$ cat src/rtl/ups_da.sv
// ups_da: SYNC-framed serial DAC write controller (DAC7512/AD5320 style).
// Takes one 12-bit code plus a 2-bit power-down mode per valid/ready handshake
// and shifts the 16-bit frame {2'b00, pd, data} out MSB first on SDO.
// The DAC samples SDO on falling SCLK edges. Every output is a register.
module ups_da #(
  parameter int unsigned CLK_DIV_LOG2 = 3  // SCLK half-period H = 2**CLK_DIV_LOG2 clk cycles
) (
  input  logic        clk_i,
  input  logic        rst_i,
  input  logic [11:0] data_i,
  input  logic [1:0]  pd_i,
  input  logic        valid_i,
  output logic        ready_o,
  output logic        done_o,
  output logic        sclk_o,
  output logic        sync_n_o,
  output logic        sdo_o
);

  typedef enum logic [1:0] {StIdle, StSetup, StShift, StGap} state_e;

  // Every phase reload value is H-1, which is all ones at this width.
  localparam logic [CLK_DIV_LOG2-1:0] HalfM1 = '1;

  state_e                  state_q, state_d;
  logic [CLK_DIV_LOG2-1:0] cnt_q, cnt_d;
  logic [3:0]              bit_q, bit_d;
  // Bit 15 goes straight to SDO on load, so only bits 14..0 need storing.
  logic [14:0]             shreg_q, shreg_d;
  logic                    sclk_q, sclk_d;
  logic                    sync_n_q, sync_n_d;
  logic                    sdo_q, sdo_d;
  logic                    ready_q, ready_d;
  logic                    done_q, done_d;

  logic                    cnt_last;
  logic [15:0]             frame;

  assign cnt_last = (cnt_q == '0);
  assign frame    = {2'b00, pd_i, data_i};

  // Next-state and next-output logic; outputs are computed one cycle ahead.
  always_comb begin
    state_d  = state_q;
    cnt_d    = cnt_q;
    bit_d    = bit_q;
    shreg_d  = shreg_q;
    sclk_d   = sclk_q;
    sync_n_d = sync_n_q;
    sdo_d    = sdo_q;
    ready_d  = 1'b0;
    done_d   = 1'b0;

    unique case (state_q)
      StIdle: begin
        ready_d  = 1'b1;
        sclk_d   = 1'b1;
        sync_n_d = 1'b1;
        sdo_d    = 1'b0;
        if (valid_i && ready_q) begin
          shreg_d  = frame[14:0];
          sdo_d    = frame[15];
          sync_n_d = 1'b0;
          ready_d  = 1'b0;
          cnt_d    = HalfM1;
          state_d  = StSetup;
        end
      end

      StSetup: begin
        if (cnt_last) begin
          sclk_d  = 1'b0;
          cnt_d   = HalfM1;
          bit_d   = 4'd15;
          state_d = StShift;
        end else begin
          cnt_d = cnt_q - 1'b1;
        end
      end

      StShift: begin
        if (!cnt_last) begin
          cnt_d = cnt_q - 1'b1;
        end else begin
          cnt_d = HalfM1;
          if (!sclk_q) begin
            // Low phase over: rise and present the next bit (hold bit 0 at the end).
            sclk_d = 1'b1;
            if (bit_q != 4'd0) begin
              sdo_d   = shreg_q[14];
              shreg_d = {shreg_q[13:0], 1'b0};
            end
          end else if (bit_q == 4'd0) begin
            sync_n_d = 1'b1;
            sdo_d    = 1'b0;
            done_d   = 1'b1;
            state_d  = StGap;
          end else begin
            sclk_d = 1'b0;
            bit_d  = bit_q - 4'd1;
          end
        end
      end

      StGap: begin
        if (cnt_last) begin
          ready_d = 1'b1;
          state_d = StIdle;
        end else begin
          cnt_d = cnt_q - 1'b1;
        end
      end

      default: state_d = StIdle;
    endcase
  end

  // State and output registers with synchronous reset to the idle pin levels.
  always_ff @(posedge clk_i) begin
    if (rst_i) begin
      state_q  <= StIdle;
      cnt_q    <= '0;
      bit_q    <= 4'd0;
      shreg_q  <= '0;
      sclk_q   <= 1'b1;
      sync_n_q <= 1'b1;
      sdo_q    <= 1'b0;
      ready_q  <= 1'b0;
      done_q   <= 1'b0;
    end else begin
      state_q  <= state_d;
      cnt_q    <= cnt_d;
      bit_q    <= bit_d;
      shreg_q  <= shreg_d;
      sclk_q   <= sclk_d;
      sync_n_q <= sync_n_d;
      sdo_q    <= sdo_d;
      ready_q  <= ready_d;
      done_q   <= done_d;
    end
  end

  assign ready_o  = ready_q;
  assign done_o   = done_q;
  assign sclk_o   = sclk_q;
  assign sync_n_o = sync_n_q;
  assign sdo_o    = sdo_q;

endmodule

$ cat config.mk
export PLATFORM = sky130hd
export DESIGN_NAME = ups_da
export DESIGN_NICKNAME = d
export VERILOG_FILES = /design/src/rtl/ups_da.sv
export SDC_FILE = /design/constraint.sdc
export NUM_CORES = 1
export LEC_CHECK = 0
export ABC_AREA = 1
export CAP_MARGIN = 20
export CORE_MARGIN = 1.5
export CORE_UTILIZATION = 48
export CTS_CLUSTER_SIZE = 8
export DETAILED_ROUTE_END_ITERATION = 12
export PLACE_DENSITY = 0.84
export SETUP_SLACK_MARGIN = 0.4
export SYNTH_ARGS = -nofsm -noshare
export SYNTH_HDL_FRONTEND = slang
export SYNTH_SLANG_ARGS = --single-unit
$ cat constraint.sdc
create_clock -name clk_i -period 1.9 [get_ports clk_i]
set_clock_uncertainty 0.2 [all_clocks]
set_input_delay 0.285 -clock clk_i [delete_from_list [all_inputs] [get_ports clk_i]]
set_output_delay 0.285 -clock clk_i [all_outputs]
set_load 0.005 [all_outputs]
[Word level (Yosys, flattened, before mapping)]
Index checks and enable logic that the tools add are counted.
Widths: inputs -> output; s select.
Word-level totals
  bits in registers: 29
  input bits: 17
  output and inout bits: 5
  word-level logic and storage cells: 84
Cells by class
  add/subtract/negate cells: 2
  equal/unequal tests: 15
  multiplexer cells: 38
  bitwise logic cells: 3
  reduce and logical (&&, ||, !) cells: 17
Operator list (count)
  $mux 15: 4
  $pmux 15 s2: 1
  $ne 2x2->1 const B: 10
  $mux 4: 4
  $mux 1: 13
  $mux 2: 6
  $reduce_and 5->1: 2
  $mux 3: 3
  $pmux 3 s3: 1
  $pmux 2 s4: 1
  $pmux 4 s2: 1
  $reduce_and 4->1: 2
  $ne 3x3->1 const B: 2
  $pmux 1 s2: 3
  $reduce_and 6->1: 1
  $eq 2x2->1 const B: 2
  $logic_not 4->1: 1
  $reduce_bool 2->1: 2
  $reduce_bool 4->1: 1
  $reduce_or 4->1: 1
  $sub 4x1->4 const B: 1
  $logic_not 3->1: 1
  $not 1->1: 3
  $pmux 1 s3: 1
  8 further kinds: 8

[Longest topological paths before layout]
  depth in word-level cells: 5
  mapped depth: 10
  depth with buffers taken out: 10

[Worst setup path after synthesis]
Ideal clock, no wire load.
  path kind: flip-flop to flip-flop
  start: register state_q[0]
  end: register shreg_q[4]
  data arrival time: 1470 ps
  required time: 1584 ps
  path slack: 114 ps
  stages on the path, launching flop included: 9
  buffers on the path: 1
  path through: dfxtp_1 inv_1 ha_1 nor2_2 a21oi_4 nand3_2 clkbuf_2 o21ai_0 nor2_1
On the way
  longest elaborated chain between the ends: 3
Ends and longest elaborated chain
  start, declared: line 25  | state_e state_q, state_d;
  start signal, assigned: line 121  | state_q <= StIdle;
  start signal, assigned: line 131  | state_q <= state_d;
  $eq 2x2->1 or $logic_not 2->1 (tied branches): line 54  | unique case (state_q)
  $ne 2x2->1 (no source line) or $reduce_bool 2->1 (tied branches)
  $reduce_and 5->1 (no source line)
  end signal, assigned: line 134  | shreg_q <= shreg_d;
  end, declared: line 29  | logic [14:0] shreg_q, shreg_d;
Parallel ways exist; a longest one is shown, timed or not.
A chain may end at the register's enable or synchronous reset.

[Worst setup path in the final report]
  start: register state_q[0]
  end: register shreg_q[0]
The elaborated chain is that of the path after synthesis.

==> flow_metrics.py <==
metrics = {
    "yosys": {
        "yosysWarnings": 0,
        "synthAdderAreaFrac_pct": 7.91,
        "synth_edf_count": 0,
        "synth_top_area_cell": "dfxtp_1",
        "synth_compound_area_share_pct": 12.3,
        "synth_cell_types": 26,
        "synth_top_family_by_area": "simple AND/OR/NAND/NOR gates",
        "synth.area.mux_share_pct": 0,
        "netlist.area_leader.share_pct": 36.7,
        "synth.avg_cell_area_um2": 6.62,
        "synthSimpleGateAreaFrac_pct": 35.2,
        "synth-seq-cells": 29,
        "synth_ff_type": "dfxtp_1",
        "ys_seq_area_share_pct": 36.7,
        "syn_inst": 239,
        "syn-num-nets": 266,
        "ys_async_sr_fraction_pct": 0,
        "synth_xor_area_share_pct": 0.553,
        "synth_area_leaders": "dfxtp_1, nand2_1, nor2_1",
        "synthesis.area_mm2": 0.00158,
    },
    "clock_network": {
        "clock_sinks": 29,
        "clkTransAtPathRegs_ns": 0.10,
        "cts_made_buffers": 5,
        "clock_latency_ns": 0.34,
        "cts_tree": "done",
        "htreeDepth": 2,
        "cts_root_buf": "clkbuf_4",
        "clockBufferDepth": 2,
    },
    "power": {
        "peakVddDrop_mv": 0.930,
        "power_leakage_nw": 1.03,
        "finalPower_mw": 3.82,
        "power.density_mw_per_mm2": 1630,
    },
    "grt": {
        "gr-usage-all-layers_pct": 24.7,
        "grt_pass1_vias": 1558,
        "grt_pass1_wl_mm": 6.65,
        "grt_max_degree": 24,
        "antenna_found_initial": 0,
        "grt.overflow.total": 0,
    },
    "sta": {
        "period_share_pct": 88.7,
        "tightestPinTransition_ns": 0.326,
        "finalCriticalPeriod_ns": 1.69,
        "final.setup.tns_ns": 0,
        "drv_slew": 0,
        "rsz0062_at_grt": "true",
        "setup-violations-final": 0,
        "slew_headroom_pct": 78.2,
        "max_freq_mhz": 593,
        "hold_violations": 0,
    },
    "worst_setup_path": {
        "endpoint_kind": "flop",
        "r2r_cells": 8,
        "r2r-start": "state_q[0]",
        "cp_cell_sequence": "inv_6 > ha_4 > nor2_4 > a21oi_4 > buf_4 > nand3_4 > o21ai_1 > nor2_1",
        "crit_end": "shreg_q[0]",
        "crit_start": "state_q[0]",
        "required_ns": 1.94,
        "cpPeakStageDelay_ns": 0.37,
        "crit_type": "flop to flop",
        "worst_setup_path_start_kind": "flop",
        "ff2ff_setup_slack_ns": 0.21,
        "critPathSlowestCell": "dfxtp_4",
        "cp.arrival_ns": 1.72,
        "reg2reg_to": "shreg_q[0]",
        "critPathMaxFanout": 8,
    },
    "cells_and_area": {
        "seq_area_um2": 594,
        "multi_input_area_mm2": 0.00112,
        "num_antenna_cells": 0,
        "nets": 314,
        "drive_above_1_share_pct": 30.9,
        "syn_to_final_growth_pct": 47.7,
        "fillerInstances": 223,
        "fin_cells": 332,
    },
    "placement": {
        "placedCellCount": 303,
        "numPortBuffers": 21,
        "dp_hpwl_mm": 2.32,
        "routabilityCongestion": 0.841,
    },
    "floorplanning": {
        "fp.dieW_um": 60.4,
        "dieArea_mm2": 0.00365,
        "fp.dieH_um": 60.4,
        "initial_utilization_pct": 51.0,
        "rows": 20,
        "core_area_mm2": 0.00310,
        "ioPinCount": 22,
    },
    "routing": {
        "avgRoutedWirePerCell_um": 13.3,
        "drc": 0,
        "first_iter_violations": 109,
        "via_per_inst": 5.12,
        "drt_pre_antenna_iters": 4,
        "ant_nets": 0,
        "routed_wl_mm": 4.42,
        "num_vias": 1701,
    },
    "status": {
        "outcome": "completed",
    },
    "worst_hold_path": {
        "hp-class": "flop to flop",
    },
    "flow_run": {
        "cap_violations": 0,
    },
}
-- cells in the mapped netlist, types with 2 or more instances --
cell	n
a21oi_1	9
buf_2	2
clkbuf_1	3
dfxtp_1	29
ha_1	10
inv_1	20
nand2_1	70
nand3_1	12
nand4_1	2
nor2_1	44
nor3_1	2
o21a_1	2
o21ai_0	15
o21ai_1	7
-- cells in the final DEF, fill, tap and decap left out, drive strengths merged --
master / netlist / layout
o21ai: 22 / 22
xnor2: 1 / 1
dfxtp: 29 / 29
dlygate4sd2: 0 / 5
clkdlybuf4s50: 0 / 16
nand4: 2 / 2
nor2: 46 / 46
nor3: 2 / 2
ha: 10 / 10
nor4: 1 / 1
nand2: 71 / 71
clkinv: 0 / 2
clkbuf: 4 / 6
nand3: 13 / 14
or2: 1 / 1
o2111ai: 1 / 1
buf: 3 / 26
a21oi: 10 / 10
inv: 21 / 21
o21a: 2 / 2
-- state kept, by name, indices dropped and copies added, names as in the netlist --
register / cells
done_o: 1
state_q: 2
bit_q: 4
cnt_q: 3
sdo_o: 1
ready_o: 1
shreg_q: 15
sync_n_o: 1
sclk_o: 1
-- power by group --
group | internal, mW | switching [mW]
clock | 0.141 | 0.225
sequential | 0.819 | 0.140
combinational | 1.09 | 1.40
total | 2.05 | 1.77
-- area by class of cell --
cell class / instances / share of cell area [%]
clock buffers: 6 / 1.77
clock inverters: 2 / 0.428
inverters: 21 / 3.80
multi-input cells: 183 / 48.0
flip-flops and latches: 29 / 25.4
well taps: 44 / 2.36
repair buffers: 47 / 18.2
-- logic make-up (layout without fill, tap and decap cells) --
kind of cell,count (synthesis),count (layout)
adders and majority gates,10,10
buffers and inverters,28,76
and+or+nand+nor,136,137
DFF,29,29
xor gates and xnor gates,1,1
AOI/OAI and AO/OA,35,35
-- timing repair --
action                                 CTS  global route
setup buffers                           16             4
setup endpoints to repair               31            28
pin swaps                                8            16
hold buffers                             0             0
gates cloned                             1             0
resized for setup                       40            27
endpoints found under the hold margin    0             0
-- worst min path at each step --
stage	end	depth (start not counted)	slack [ns]	from
detailed placement	sdo_o	2	0.25	sdo_o
global route	sdo_o	2	0.30	sdo_o
global placement	sdo_o	2	0.25	sdo_o
finish	shreg_q[2]	2	0.29	shreg_q[2]
CTS	sdo_o	2	0.26	sdo_o
floorplan	bit_q[2]	1	0.15	rst_i
-- worst max-delay path, delay by kind of cell, from the launching register on --
kind / cells / cell delay (ns)
AND/OR/NAND/NOR: 3 / 0.23
flip-flops: 1 / 0.37
adder cells (fa/ha/maj): 1 / 0.22
buffers and inverters: 2 / 0.22
AO/OA/AOI/OAI: 2 / 0.33
-- metal layers --
| metal | GRT usage [%] | share of wire, % | up-vias |
|---|---|---|---|
| li1 | - | - | 859 |
| met1 | 28.5 | 42 | 764 |
| met2 | 42.9 | 49 | 59 |
| met3 | 5.12 | 5.2 | 19 |
| met4 | 13.7 | 3.7 | 0 |
| met5 | 0 | 0 | - |
-- through the flow --
stage	util, %	hold slack [ns]	area [um2]	worst slack, ns
global placement	61.7	0.248	1910	0.0305
CTS	71.3	0.259	2210	0.247
finish	75.3	0.287	2340	0.215
detailed placement	61.7	0.249	1910	-0.00694
floorplan	-	0.154	1650	0.323
global route	75.3	0.303	2340	0.115
Power figures use the tool's default switching activity.
